`src/rtl/clk_rst_ctrl.sv`:
```
// clk_rst_ctrl: reset sequencer between the bench clock source and the DUT.
// It synchronises the release of the raw reset and holds downstream reset low
// for a fixed period. In RUN it provides a run qualifier, a divided
// clock-enable tick and a cycle counter. A soft-reset handshake re-sequences
// the downstream reset without touching the raw reset.
module clk_rst_ctrl #(
    parameter int SYNC_STAGES = 2,
    parameter int HOLD_CYCLES = 16,
    parameter int DIV         = 4,
    parameter int CNT_W       = 32
) (
    input  logic             clk,
    input  logic             rst_n,
    input  logic             soft_rst_req,
    output logic             soft_rst_ack,
    output logic             rst_n_sync,
    output logic             run,
    output logic             tick,
    output logic [CNT_W-1:0] cycle_cnt
);

    // Counters are at least one bit wide so HOLD_CYCLES = 1 and DIV = 1 still elaborate.
    localparam int HOLD_W = (HOLD_CYCLES > 1) ? $clog2(HOLD_CYCLES) : 1;
    localparam int DIV_W  = (DIV > 1) ? $clog2(DIV) : 1;

    localparam logic [HOLD_W-1:0] HOLD_LAST = HOLD_W'(HOLD_CYCLES - 1);
    localparam logic [DIV_W-1:0]  DIV_LAST  = DIV_W'(DIV - 1);

    typedef enum logic [1:0] {
        ST_RESET = 2'd0,
        ST_HOLD  = 2'd1,
        ST_RUN   = 2'd2,
        ST_SOFT  = 2'd3
    } state_t;

    state_t             r_state;
    logic [SYNC_STAGES-1:0] r_sync;
    logic [HOLD_W-1:0]  r_hold_cnt;
    logic [DIV_W-1:0]   r_div_cnt;
    logic               r_rst_n_sync;
    logic               r_run;
    logic               r_tick;
    logic               r_soft_rst_ack;
    logic [CNT_W-1:0]   r_cycle_cnt;
    logic               w_sync_out;

    assign w_sync_out   = r_sync[SYNC_STAGES-1];
    assign rst_n_sync   = r_rst_n_sync;
    assign run          = r_run;
    assign tick         = r_tick;
    assign soft_rst_ack = r_soft_rst_ack;
    assign cycle_cnt    = r_cycle_cnt;

    // Reset synchroniser: clears at once on rst_n, then fills with ones one edge at a time.
    always_ff @(posedge clk or negedge rst_n) begin
        if (!rst_n) begin
            r_sync <= '0;
        end else begin
            r_sync <= {r_sync[SYNC_STAGES-2:0], 1'b1};
        end
    end

    // Sequencing FSM: RESET -> HOLD -> RUN, with RUN -> SOFT -> HOLD on soft reset.
    always_ff @(posedge clk or negedge rst_n) begin
        if (!rst_n) begin
            r_state        <= ST_RESET;
            r_hold_cnt     <= '0;
            r_div_cnt      <= '0;
            r_rst_n_sync   <= 1'b0;
            r_run          <= 1'b0;
            r_tick         <= 1'b0;
            r_soft_rst_ack <= 1'b0;
            r_cycle_cnt    <= '0;
        end else begin
            case (r_state)
                ST_RESET: begin
                    if (w_sync_out) begin
                        r_state    <= ST_HOLD;
                        r_hold_cnt <= '0;
                    end
                end
                ST_HOLD: begin
                    if (r_hold_cnt == HOLD_LAST) begin
                        r_state      <= ST_RUN;
                        r_rst_n_sync <= 1'b1;
                        r_run        <= 1'b1;
                        r_div_cnt    <= '0;
                        r_cycle_cnt  <= '0;
                    end else begin
                        r_hold_cnt <= r_hold_cnt + 1'b1;
                    end
                end
                ST_RUN: begin
                    // Soft reset wins over the tick/count update on the same edge.
                    if (soft_rst_req) begin
                        r_state        <= ST_SOFT;
                        r_rst_n_sync   <= 1'b0;
                        r_run          <= 1'b0;
                        r_tick         <= 1'b0;
                        r_div_cnt      <= '0;
                        r_cycle_cnt    <= '0;
                        r_soft_rst_ack <= 1'b1;
                    end else begin
                        r_cycle_cnt <= r_cycle_cnt + 1'b1;
                        if (r_div_cnt == DIV_LAST) begin
                            r_div_cnt <= '0;
                            r_tick    <= 1'b1;
                        end else begin
                            r_div_cnt <= r_div_cnt + 1'b1;
                            r_tick    <= 1'b0;
                        end
                    end
                end
                ST_SOFT: begin
                    r_state        <= ST_HOLD;
                    r_hold_cnt     <= '0;
                    r_soft_rst_ack <= 1'b0;
                end
                default: begin
                    r_state <= ST_RESET;
                end
            endcase
        end
    end

endmodule

```
`config.mk`:
```
export PLATFORM = sky130hd
export DESIGN_NAME = clk_rst_ctrl
export DESIGN_NICKNAME = d
export VERILOG_FILES = /design/src/rtl/clk_rst_ctrl.sv
export SDC_FILE = /design/constraint.sdc
export NUM_CORES = 1
export LEC_CHECK = 0
export BUFFER_PORTS_ARGS = -buffer_cell sky130_fd_sc_hd__buf_2
export CAP_MARGIN = 20
export CORE_MARGIN = 2
export CORE_UTILIZATION = 40
export DETAILED_ROUTE_END_ITERATION = 8
export PLACE_DENSITY = 0.67
export SLEW_MARGIN = 10
export SYNTH_ARGS = -nofsm -noshare
export SYNTH_HDL_FRONTEND = slang
export SYNTH_SLANG_ARGS = --single-unit
export TNS_END_PERCENT = 10
```
`constraint.sdc`:
```
create_clock -name clk -period 4.1 [get_ports clk]
set_input_delay 0.615 -clock clk [delete_from_list [all_inputs] [get_ports clk]]
set_output_delay 0.615 -clock clk [all_outputs]
set_load 0.01 [all_outputs]
```
==> results of run 1 <==
==> cell type report <==
cell class / count / area, sq um
flip-flops and latches: 45 / 1126
multi-input cells: 197 / 1277
clock buffers: 7 / 76.32
clock inverters: 1 / 7.507
repair buffers: 41 / 240.2
fillers: 604 / 3139
inverters: 8 / 30.03
well taps: 75 / 93.84
==> state kept, by name, indices dropped and copies added, names as in the netlist <==
name / cells
r_div_cnt: 2
tick: 1
r_sync: 2
r_hold_cnt: 4
soft_rst_ack: 1
run: 1
cycle_cnt: 32
r_state: 2
==> how the worst max path moves through the flow <==
stage,startpoint,end,slack (ps)
2_1_floorplan,r_state[1],cycle_cnt[19],2060
3_3_place_gp,r_state[0],cycle_cnt[23],1450
3_5_place_dp,r_state[0],cycle_cnt[19],1340
4_1_cts,r_state[0],cycle_cnt[19],1310
5_1_grt,r_state[0],cycle_cnt[18],1280
6_report,r_state[0],cycle_cnt[19],1520
==> placed cells by master (no fill, tap or decap), types with 2 or more instances in the layout <==
cell type	netlist	layout
xor2_1	7	7
mux2i_1	13	13
nand4_1	10	10
nor2_1	9	9
o211ai_1	4	4
clkbuf_8	0	5
o21ai_0	11	10
and3_1	4	4
a21oi_1	12	12
and2_1	3	3
o2111ai_1	2	2
or3_1	4	4
nand2b_1	11	11
buf_2	6	38
dfrtp_1	45	45
ha_1	8	8
nor2b_1	3	3
o31ai_1	11	11
nor4_1	12	12
nand2_1	35	35
or4_1	11	11
inv_1	8	8
clkbuf_1	5	2
and4_1	5	5
nand3_1	10	10
==> layer usage <==
| metal | up-vias | track usage |
|---|---|---|
| met5 | - | 0 |
| met4 | 0 | 0.04620 |
| met2 | 43 | 0.2617 |
| met3 | 6 | 0.04473 |
| met1 | 1015 | 0.2162 |
| li1 | 1042 | - |
==> kinds of logic (layout without fill, tap and decap cells) <==
| kind of cell | count (synthesis) | count (layout) |
|---|---|---|
| mux | 14 | 14 |
| buf+inv | 22 | 57 |
| fa+ha+maj | 8 | 8 |
| compound gates | 46 | 46 |
| flops | 45 | 45 |
| xor+xnor | 8 | 8 |
| other cells | 1 | 1 |
| simple gates | 120 | 120 |
==> where the power goes <==
part | switching [mW] | internal [mW] | total [mW]
clock | 0.157 | 0.121 | 0.278
combinational | 0.275 | 0.147 | 0.421
sequential | 0.0496 | 0.496 | 0.545
==> metrics by stage <==
step | instance area [sq um] | setup WS [ps] | power (mW)
2_1_floorplan | 2505 | 2064 | 0.8747
3_3_place_gp | 2725 | 1451 | 0.9643
3_5_place_dp | 2725 | 1337 | 0.9755
4_1_cts | 2809 | 1311 | 1.258
5_1_grt | 2851 | 1283 | 1.349
6_report | 2851 | 1519 | 1.245
==> metrics.yaml, run 1 <==
outcome:
  status: "finished clean"
placed_design:
  dp_cells: 364
  portBuffers: 38
  dp_hpwl_microns: 3687
  gp_congestion: 0.8250
setup_path:
  r2r_slack_ps: 1520
  end_kind: "register"
  r2r-start: "r_state[0]"
  reg2reg_to: "cycle_cnt[19]"
  startpoint_type: "register"
  cp_cell_sequence: "inv_1, ha_1, nor2b_1, o211ai_2, buf_8, or4_1, a21oi_1"
  critPathArrivalTime_ps: 2800
  worstPathRequired_ps: 4320
  worstRegToRegCells: 7
  path_depth: 7
  cpLargestDelayFamily: "simple AND/OR/NAND/NOR gates"
  crit_type: "reg -> reg"
  crit_buf_inv: 2
  crit_path_top_delay_cell: "nor2b_1"
  slowest_delay_ps: 540
  critPathMaxFanout: 25
drt:
  ant_nets: 0
  top_layer_used: "met4"
  detail_route.iter0.violations: 154
  vias: 2106
  drt-met1-wl_microns: 2526
  wl_per_cell_microns: 14.50
  drc: 0
  dr.pass1.iters: 4
  detail_route.vias_per_cell: 5.631
  met2_wirelength_microns: 2631
  totalWireLength_microns: 5423
  wl_met3_microns: 210
clocking:
  cts-root-buf: "clkbuf_8"
  clk_pin_slew_ps: 90
  cts_buffers: 5
  cts_tree: "done"
  post_cts_buffers: 0
  clk_latency_ps: 300
  postCtsResizedCells: 0
  clk_path_buf_depth: 2
  cts_hold_buf: 0
  cts_num_sinks: 45
  h-tree-depth: 2
logic_synthesis:
  synthArstFlopShare: 1.000
  synth.ff_latch_count: 45
  yosys_warnings: 0
  synth_edf_count: 0
  synth_commonest_cells: "dfrtp_1, nand2_1, mux2i_1"
  synth-xor-area-share: 0.02797
  synth_compound_area_frac: 0.1194
  synthTopCellsByArea: "dfrtp_1, nand2_1, mux2i_1, ha_1, o31ai_1"
  post-synth-top-count-cell: "dfrtp_1"
  yosys.area.top_type: "dfrtp_1"
  synth_fp_nets: 275
  synth.top_cell.area_share: 0.4496
  synth_flop_cell: "dfrtp_1"
  synth_area_per_cell_sq_um: 9.488
  synthSimpleGateAreaFrac: 0.2647
  synthMuxAreaShare: 0.05644
  syn_inst: 264
  ys_seq_area_frac: 0.4496
  ys_types: 37
  synth_area_sq_mm: 0.002505
  synthAdderAreaFrac: 0.03996
  synth_top_family_by_area: "simple AND/OR/NAND/NOR gates"
timing:
  holdWs_ps: 290.9
  setup_viol: 0
  tightest_slew_ps: 718.4
  rsz0062_at_grt: "false"
  hold_viol_final: 0
  fin_crit_sh: 0.6294
  slew_headroom: 0.5211
  fmax_mhz: 387.5
  skew_ps: 12.71
  maxSlewViolCount: 0
  setup_tns_ps: 0
  final.min_clock_period_ps: 2581
floorplanning:
  die_w_microns: 83.14
  io_pins: 39
  die_area_sq_mm: 0.006911
  core_area_sq_mm: 0.005991
  initial_core_util: 0.4181
  die_h_microns: 83.14
  rows: 28
final_layout:
  utilization: 0.4760
  drive_above_1_share: 0.1706
  layoutNonFillerInstCount: 374
  layout.nets: 309
  area_growth_pct: 13.84
  diodes: 0
global_route:
  grt_pass1_vias: 1922
  antenna_found_initial: 0
  grt_pass1_wl_microns: 9335
  grt-ovfl-total: 0
  grt_usage: 0.1630
  grt_max_degree: 46
pwr:
  vdd_drop_max_uv: 278.8
  p_leak_nw: 1.297
  power_density_mw_per_mm2: 436.5
run:
  drv_cap: 0
hold_path:
  hold_path.class: "in -> async"
Note: power is estimated with default switching activity, not from simulation.
==> run 2: changes to the inputs <==
Clock period 4.1 ns to 2.4 ns, I/O delays scaled along.
==> run 2 against run 1 <==
Die area is the same. Routed wire length is essentially flat. Largest cell class unchanged. Cell area grew 1.1%. Clock power grew 64%. Sequential power grew 71%. Worst setup slack lost 1300 ps. Sequential share of layout area shrank 0.41 points. Register-to-register slack lost 1300 ps. Non-clock buffer count grew 5. Global-route usage shrank 0.20 points. Total power grew 73%. First-iteration DRC count shrank 36%.
==> metrics.yaml, run 2 (synthesis results as in run 1) <==
outcome:
  status: "finished clean"
placed_design:
  pre_cts_ws_ps: 178.5
  dpl_cell_area_sq_mm: 0.002790
  dp_hpwl_microns: 3950
  portBuffers: 38
  gp_congestion: 0.8003
setup_path:
  cp_cell_sequence: "inv_1, ha_1, nor2b_1, buf_4, o211ai_1, nor4_1, mux2i_1"
  slowest_delay_ps: 430
  end_kind: "register"
  crit_type: "reg -> reg"
  crit_buf_inv: 2
  worstPathRequired_ps: 2610
  critPathArrivalTime_ps: 2410
  startpoint_type: "register"
  crit_path_top_delay_cell: "dfrtp_1"
  cpLargestDelayFamily: "simple AND/OR/NAND/NOR gates"
  critPathMaxFanout: 8
pwr:
  power_density_mw_per_mm2: 749.0
  vdd_drop_max_uv: 373.9
  p_leak_nw: 1.320
timing:
  setup_viol: 0
  slew_headroom: 0.6439
  final.min_clock_period_ps: 2193
  hold_viol_final: 0
  skew_ps: 11.53
  fmax_mhz: 456.0
  maxSlewViolCount: 0
  setup_ws_ps: 206.8
  fin_crit_sh: 0.9138
  setup_tns_ps: 0
  tightest_slew_ps: 531.7
  rsz0062_at_grt: "false"
clocking:
  h-tree-depth: 2
  cts-root-buf: "clkbuf_8"
  clk_latency_ps: 300
  cts_hold_buf: 0
  cts_tree: "done"
  cts_buffers: 5
  post_cts_buffers: 0
  postCtsResizedCells: 0
  clk_pin_slew_ps: 90
  clk_path_buf_depth: 2
  cts_num_sinks: 45
global_route:
  grt_max_degree: 46
  grt-ovfl-total: 0
  grt_usage: 0.1610
  grt_pass1_wl_microns: 9308
  grt_pass1_vias: 1999
  antenna_found_initial: 0
floorplanning:
  initial_core_util: 0.4181
  core_area_sq_mm: 0.005991
  die_h_microns: 83.14
  die_area_sq_mm: 0.006911
  rows: 28
  io_pins: 39
  die_w_microns: 83.14
final_layout:
  diodes: 0
  mostFrequentLayoutCell: "dfrtp_1"
  most-common-layout-cells: "dfrtp_1, buf_2, nand2_1"
  fin_area_sq_mm: 0.002882
  largest_register_ffs: 32
  layout.nets: 314
  area_growth_pct: 15.03
  drive_above_1_share: 0.1941
  n_fill_cell: 576
drt:
  dr.pass1.iters: 4
  drt-met1-wl_microns: 2426
  wl_per_cell_microns: 14.31
  wl_met3_microns: 184
  top_layer_used: "met4"
  ant_nets: 0
  vias: 2128
  drc: 0
  detail_route.iter0.violations: 98
  met2_wirelength_microns: 2730
  totalWireLength_microns: 5424
  detail_route.vias_per_cell: 5.615
run:
  drv_cap: 0
hold_path:
  hold_path.class: "in -> async"
## run 2: power breakdown
group / total, mW / leakage [nW] / internal [mW] / switching [mW]
Combinational: 0.769 / 0.664 / 0.289 / 0.480
Clock: 0.457 / 0.0450 / 0.202 / 0.255
Sequential: 0.932 / 0.611 / 0.847 / 0.0848
## run 2: final timing paths
kind	slack, ps	depth (start not counted)	end	startpoint
worst max-delay path	210	7	cycle_cnt[27]	r_state[0]
worst min register to register	350	0	r_sync[1]	r_sync[0]
min in group clk	290	2	tick	soft_rst_req
max in group asynchronous	2150	2	r_hold_cnt[1]	rst_n
worst max register to register	210	7	cycle_cnt[27]	r_state[0]
worst min-delay path	30	2	cycle_cnt[17]	rst_n
## run 2: layer usage
metal  global-route usage  up-vias
li1                     -     1054
met5                    0        -
met2               0.2727       26
met3              0.03777        8
met1               0.2009     1040
met4              0.05663        0
## run 2: worst reg2reg max path, cell delays in order, from the launching register on
cell and delay [ps]:
dfrtp_1 430, inv_1 120, ha_1 300, nor2b_1 240, buf_4 190, o211ai_1 210, nor4_1 390, mux2i_1 230
## run 2: layout make-up
type,instances,area (sq um),share of cell area
Inverter,8,30.03,0.01042
Timing Repair Buffer,46,262.8,0.09119
Clock buffer,6,72.57,0.02518
Sequential cell,45,1126,0.3908
Tap cell,75,93.84,0.03257
Clock inverter,2,10.01,0.003474
Multi-Input combinational cell,197,1286,0.4464
## run 2: through the flow
step	hold slack, ps	power (mW)	util	cells
floorplan	64.41	1.494	-	264
global placement	334.5	1.696	0.4657	371
detailed placement	338.1	1.725	0.4657	371
CTS	33.61	2.188	0.4795	379
global route	39.90	2.337	0.4810	379
finish	25.59	2.158	0.4810	379
